**config.mk**
```make
export PLATFORM = sky130hd
export DESIGN_NAME = oam_dma_ctrl
export DESIGN_NICKNAME = d
export VERILOG_FILES = /design/src/rtl/oam_dma_ctrl.sv
export SDC_FILE = /design/constraint.sdc
export NUM_CORES = 1
export LEC_CHECK = 0
export CAP_MARGIN = 15
export CELL_PAD_IN_SITES_DETAIL_PLACEMENT = 1
export CELL_PAD_IN_SITES_GLOBAL_PLACEMENT = 1
export CORE_UTILIZATION = 34
export CTS_BUF_LIST = sky130_fd_sc_hd__clkbuf_16
export CTS_CLUSTER_SIZE = 28
export DETAILED_ROUTE_END_ITERATION = 7
export PLACE_DENSITY_LB_ADDON = 0.1
export SLEW_MARGIN = 30
export SYNTH_ARGS = -nofsm -noshare
export SYNTH_HDL_FRONTEND = slang
export SYNTH_SLANG_ARGS = --single-unit
```
**constraint.sdc**
```tcl
create_clock -name clock -period 3.8 [get_ports clock]
set_input_delay 0.38 -clock clock [delete_from_list [all_inputs] [get_ports clock]]
set_output_delay 0.38 -clock clock [all_outputs]
set_load 0.05 [all_outputs]
```
**src/rtl/oam_dma_ctrl.sv**
```systemverilog
// OAM DMA controller: a CPU write to the start register copies DMA_LEN bytes
// from page {src,00} into OAM, one READ/WRITE pair per byte.
`timescale 1ns/1ps
module oam_dma_ctrl #(
    parameter int          DMA_LEN   = 160,
    parameter logic [15:0] REG_ADDR  = 16'hFF46,
    parameter logic [15:0] DEST_BASE = 16'hFE00
) (
    input  logic        clock,
    input  logic        reset,
    input  logic [15:0] cpu_addr,
    input  logic [7:0]  cpu_wdata,
    input  logic        cpu_we,
    input  logic        cpu_re,
    output logic [7:0]  cpu_rdata,
    output logic [15:0] mem_addr,
    output logic [7:0]  mem_wdata,
    output logic        mem_we,
    output logic        mem_re,
    input  logic [7:0]  mem_rdata,
    output logic        dma_active
);

    typedef enum logic [1:0] {IDLE, READ, WRITE} state_t;

    localparam logic [7:0] LAST_IDX = 8'(DMA_LEN - 1);

    state_t     state, state_next;
    logic [7:0] idx, idx_next;
    logic [7:0] src, src_next;
    logic [7:0] byte_buf, byte_buf_next;
    logic       reg_hit;
    logic       reg_write;
    logic [7:0] src_eff;

    assign reg_hit    = (cpu_addr == REG_ADDR);
    assign reg_write  = reg_hit && cpu_we;
    // Source pages E0-FF alias onto C0-DF.
    assign src_eff    = (src >= 8'hE0) ? (src - 8'h20) : src;
    assign dma_active = (state != IDLE);

    always_ff @(posedge clock or negedge reset) begin
        if (!reset) begin
            state    <= IDLE;
            idx      <= 8'h00;
            src      <= 8'h00;
            byte_buf <= 8'h00;
        end else begin
            state    <= state_next;
            idx      <= idx_next;
            src      <= src_next;
            byte_buf <= byte_buf_next;
        end
    end

    always_comb begin
        state_next    = state;
        idx_next      = idx;
        src_next      = src;
        byte_buf_next = byte_buf;
        case (state)
            IDLE: ;
            READ: begin
                byte_buf_next = mem_rdata;
                state_next    = WRITE;
            end
            WRITE: begin
                if (idx == LAST_IDX) begin
                    state_next = IDLE;
                end else begin
                    idx_next   = idx + 8'd1;
                    state_next = READ;
                end
            end
            default: state_next = IDLE;
        endcase
        // A start-register write wins over everything, including the final WRITE.
        if (reg_write) begin
            src_next   = cpu_wdata;
            idx_next   = 8'h00;
            state_next = READ;
        end
    end

    always_comb begin
        mem_addr  = 16'h0000;
        mem_wdata = 8'h00;
        mem_we    = 1'b0;
        mem_re    = 1'b0;
        case (state)
            IDLE: begin
                if (!reg_hit) begin
                    mem_addr  = cpu_addr;
                    mem_wdata = cpu_wdata;
                    mem_we    = cpu_we;
                    mem_re    = cpu_re;
                end
            end
            READ: begin
                mem_re   = 1'b1;
                mem_addr = {src_eff, idx};
            end
            WRITE: begin
                mem_we    = 1'b1;
                mem_addr  = DEST_BASE + {8'h00, idx};
                mem_wdata = byte_buf;
            end
            default: ;
        endcase
        // Reset silences the bus immediately, even before the state register settles.
        if (!reset) begin
            mem_we = 1'b0;
            mem_re = 1'b0;
        end
    end

    always_comb begin
        cpu_rdata = 8'hFF;
        if (reg_hit && cpu_re)
            cpu_rdata = src;
        else if (state == IDLE && !reg_hit)
            cpu_rdata = mem_rdata;
    end

endmodule
```
==> flow_metrics.py <==
metrics = {
    "status": {
        "run_status": "complete, no violations",
    },
    "logic_synthesis": {
        "yosysSeqAreaShare_pct": 38.4,
        "postSynthCellCount": 160,
        "yosys_most_used_dff": "sky130_fd_sc_hd__dfrtp_1",
        "avgSynthCellArea_um2": 10.6,
        "post_synth_instance_area_mm2": 0.00170,
        "yosys_warnings": 0,
        "yosysUniqueCellTypes": 38,
        "async_reset_ff_share_pct": 100,
        "synth-seq-cells": 26,
        "synth_net_count": 202,
        "synth_edf_count": 0,
    },
    "route": {
        "detail_route.wl_per_cell_um": 17.9,
        "finalWirelength_mm": 5.36,
        "dr.first_iter.drc_count": 90,
        "drtAntennaViolNets": 0,
        "detailroute.via_count": 1619,
        "drt_first_pass_iters": 4,
        "via_per_inst": 5.41,
        "residual_drc_count": 0,
    },
    "clock_tree": {
        "cts_tree": "done",
        "cts_hold_repair.buffers": 0,
        "post_cts_gate_resize_count": 0,
        "cts.root.buffer_cell": "sky130_fd_sc_hd__clkbuf_16",
        "cts-buffers-inserted": 3,
        "cts_htree_levels": 1,
        "cts.clk_slew.worst_paths_ns": 0.06,
        "cts_max_path_buffers": 2,
        "post_cts_buffers": 0,
        "numClockSinks": 26,
        "clk-insertion-delay-late_ns": 0.26,
    },
    "pwr": {
        "p_leak_nw": 1.15,
        "vdd.ir_drop.worst_mv": 0.221,
        "sw_frac_of_total_pct": 28.2,
        "internal_power_mw": 0.497,
        "pwr-share-seq_pct": 40.2,
        "areal_power_density_over_the_cells_mw_per_mm2": 272,
        "total_switching_power_mw": 0.195,
        "clock_power_share_pct": 33.7,
        "share_comb_of_total_power_pct": 26.1,
    },
    "floorplan": {
        "die_h_um": 72.6,
        "die_x_um": 72.6,
        "ioPinCount": 71,
        "area_of_the_die_mm2": 0.00527,
        "std_cell_rows": 25,
        "placeableCoreArea_mm2": 0.00475,
        "initial_utilization_pct": 35.7,
    },
    "worst_setup_path": {
        "crit_path_frequent_cell": "sky130_fd_sc_hd__clkdlybuf4s50_1",
        "setup.worst_path.class": "primary input to output port",
        "cp_cell_sequence": "clkdlybuf4s50_1 > or4b_4 > o41a_1 > buf_4 > a221oi_2 > nor2_1 > clkdlybuf4s50_1",
        "startpoint": "cpu_addr[4]",
        "timing.critical_path.to_type": "output port",
        "worstPathMaxFanout": 7,
        "r2r-start": "idx[0]$_DFFE_PN0P_",
        "worst_path_max_delay_cell": "sky130_fd_sc_hd__clkdlybuf4s50_1",
        "timing.critical_path.max_delay_family": "buffers and inverters",
        "critical_path.n_buffers_inverters": 3,
        "worstPathRequired_ns": 3.42,
        "worst_setup_path_start_kind": "primary input",
        "critical-path-max-stage-delay_ns": 0.72,
        "critical_path_arrival_ns": 3.07,
    },
    "sta": {
        "timing.final.crit_share_pct": 90.9,
        "setup_violation_total_in_the_final_timing_report": 0,
        "setup-tns-final_ns": 0,
        "timing_max_transition_violations_final": 0,
        "setup_repair_after_global_routing_missed_its_margin": "no",
        "fin_crit_ns": 3.45,
        "hold_viol_final": 0,
        "worst_max_slew_pin_slew_ns": 0.854,
        "clock_skew_ns": 0.00499,
        "max_slew_margin_pct": 42.3,
        "max_fclk_ghz": 0.290,
    },
    "place": {
        "portBuffers": 70,
        "hpwl_mm": 4.13,
        "postPlaceCellArea_mm2": 0.00247,
        "place_inst": 295,
        "globalplace.congestion": 0.829,
    },
    "grt": {
        "globalRouteTotalUtil_pct": 21.4,
        "grt_max_degree": 25,
        "grt_antenna_before_repair": 0,
        "global_route_wire_length_before_repair_mm": 8.58,
        "first_global_vias": 1695,
        "grt_overflow": 0,
    },
    "final_layout": {
        "post_layout_net_count": 275,
        "filler_cell_count": 513,
        "synthToLayoutAreaGrowth_pct": 50.3,
        "num_antenna_cells": 0,
        "most-common-layout-cells": "sky130_fd_sc_hd__clkdlybuf4s50_1 (69), sky130_fd_sc_hd__dfrtp_1 (26), sky130_fd_sc_hd__a22o_1 (16), sky130_fd_sc_hd__nor2_1 (13), sky130_fd_sc_hd__a21oi_1 (9)",
        "finalInstanceArea_mm2": 0.00255,
        "final_layout_size_suffix_gt1_share_pct": 12.5,
        "layoutNonFillerInstCount": 299,
        "layout.cells.most_common": "sky130_fd_sc_hd__clkdlybuf4s50_1",
    },
    "flow_run": {
        "cap_viol_max_count": 0,
    },
    "worst_hold_path": {
        "hp_class": "primary input to asynchronous set/reset pin",
    },
}
[power groups by stage]
stage          Combinational [mW]  Clock (mW)  Sequential (mW)
2_1_floorplan              0.0933           0            0.283
3_3_place_gp                0.179           0            0.283
3_5_place_dp                0.181           0            0.283
4_1_cts                     0.182       0.240            0.278
5_1_grt                     0.188       0.251            0.278
6_report                    0.181       0.233            0.278
[state kept, by name (all words and copies together), names as in the netlist]
register	flops
idx	8
src	8
state	2
byte_buf	8
[worst reg2reg max path: stages (launching register included)]
cell and delay [ns]:
sky130_fd_sc_hd__dfrtp_1 0.41, sky130_fd_sc_hd__ha_1 0.29, sky130_fd_sc_hd__nor4bb_1 0.72, sky130_fd_sc_hd__a21bo_2 0.30
sky130_fd_sc_hd__mux2i_1 0.19, sky130_fd_sc_hd__nor2_1 0.06
[logic make-up (layout without fill, tap and decap cells)]
family | Yosys count | count (layout) | share of synthesized area, %
xor gates and xnor gates | 4 | 4 | 2.07
and+or+nand+nor | 45 | 45 | 14.9
DFF | 26 | 26 | 38.4
buffers and inverters | 15 | 87 | 4.87
muxes | 16 | 16 | 10.5
adders and majority gates | 6 | 6 | 4.43
AOI/OAI and AO/OA | 48 | 48 | 24.9
[through the flow]
step	hold slack (ns)	power [mW]	worst slack [ns]	utilization [%]
global route	0.370	0.718	0.268	53.6
CTS	0.367	0.700	0.357	53.6
global placement	0.496	0.463	0.395	51.9
detailed placement	0.504	0.465	0.353	51.9
floorplan	0.0844	0.377	1.22	-
finish	0.370	0.692	0.347	53.6
[path summary, 6_finish.rpt]
path / endpoint / slack, ns / cells after the start
worst max-delay path: mem_addr[11] / 0.35 / 7
worst min-delay path: state[0]$_DFFE_PN0P_ / 0.37 / 1
worst max register to register: idx[1]$_DFFE_PN0P_ / 1.73 / 5
worst min register to register: byte_buf[2]$_DFFE_PN0P_ / 0.52 / 1
max in group asynchronous: idx[6]$_DFFE_PN0P_ / 2.81 / 2
min in group clock: byte_buf[2]$_DFFE_PN0P_ / 0.52 / 1
[layout make-up]
class / count / area [um2] / share of cell area (%)
Multi-Input combinational cell: 119 / 962 / 37.8
Timing Repair Buffer: 77 / 751 / 29.5
Inverter: 6 / 22.5 / 0.884
Sequential cell: 26 / 651 / 25.5
Clock buffer: 3 / 75.1 / 2.95
Tap cell: 67 / 83.8 / 3.29
Clock inverter: 1 / 3.75 / 0.147
[cell usage after synthesis, types with 5 or more instances]
master                    count  area, um2
sky130_fd_sc_hd__mux2_2       8       90.1
sky130_fd_sc_hd__nand2_1      7       26.3
sky130_fd_sc_hd__ha_1         6       75.1
sky130_fd_sc_hd__a22o_1      16        140
sky130_fd_sc_hd__nand4_1      5       31.3
sky130_fd_sc_hd__mux2_1       6       67.6
sky130_fd_sc_hd__o22a_1       8       70.1
sky130_fd_sc_hd__nor2_1      13       48.8
sky130_fd_sc_hd__dfrtp_1     26        651
sky130_fd_sc_hd__nand3_1      6       30.0
sky130_fd_sc_hd__inv_1        6       22.5
sky130_fd_sc_hd__a21oi_1      9       45.0
[per-layer routing]
| metal | vias up | global-route usage (%) | part of all wire [%] |
|---|---|---|---|
| li1 | 760 | - | - |
| met1 | 814 | 27.5 | 44 |
| met2 | 41 | 37.4 | 51 |
| met3 | 4 | 3.73 | 3.9 |
| met4 | 0 | 5.45 | 0.82 |
| met5 | - | 0 | 0 |
Power figures use the tool's default switching activity.
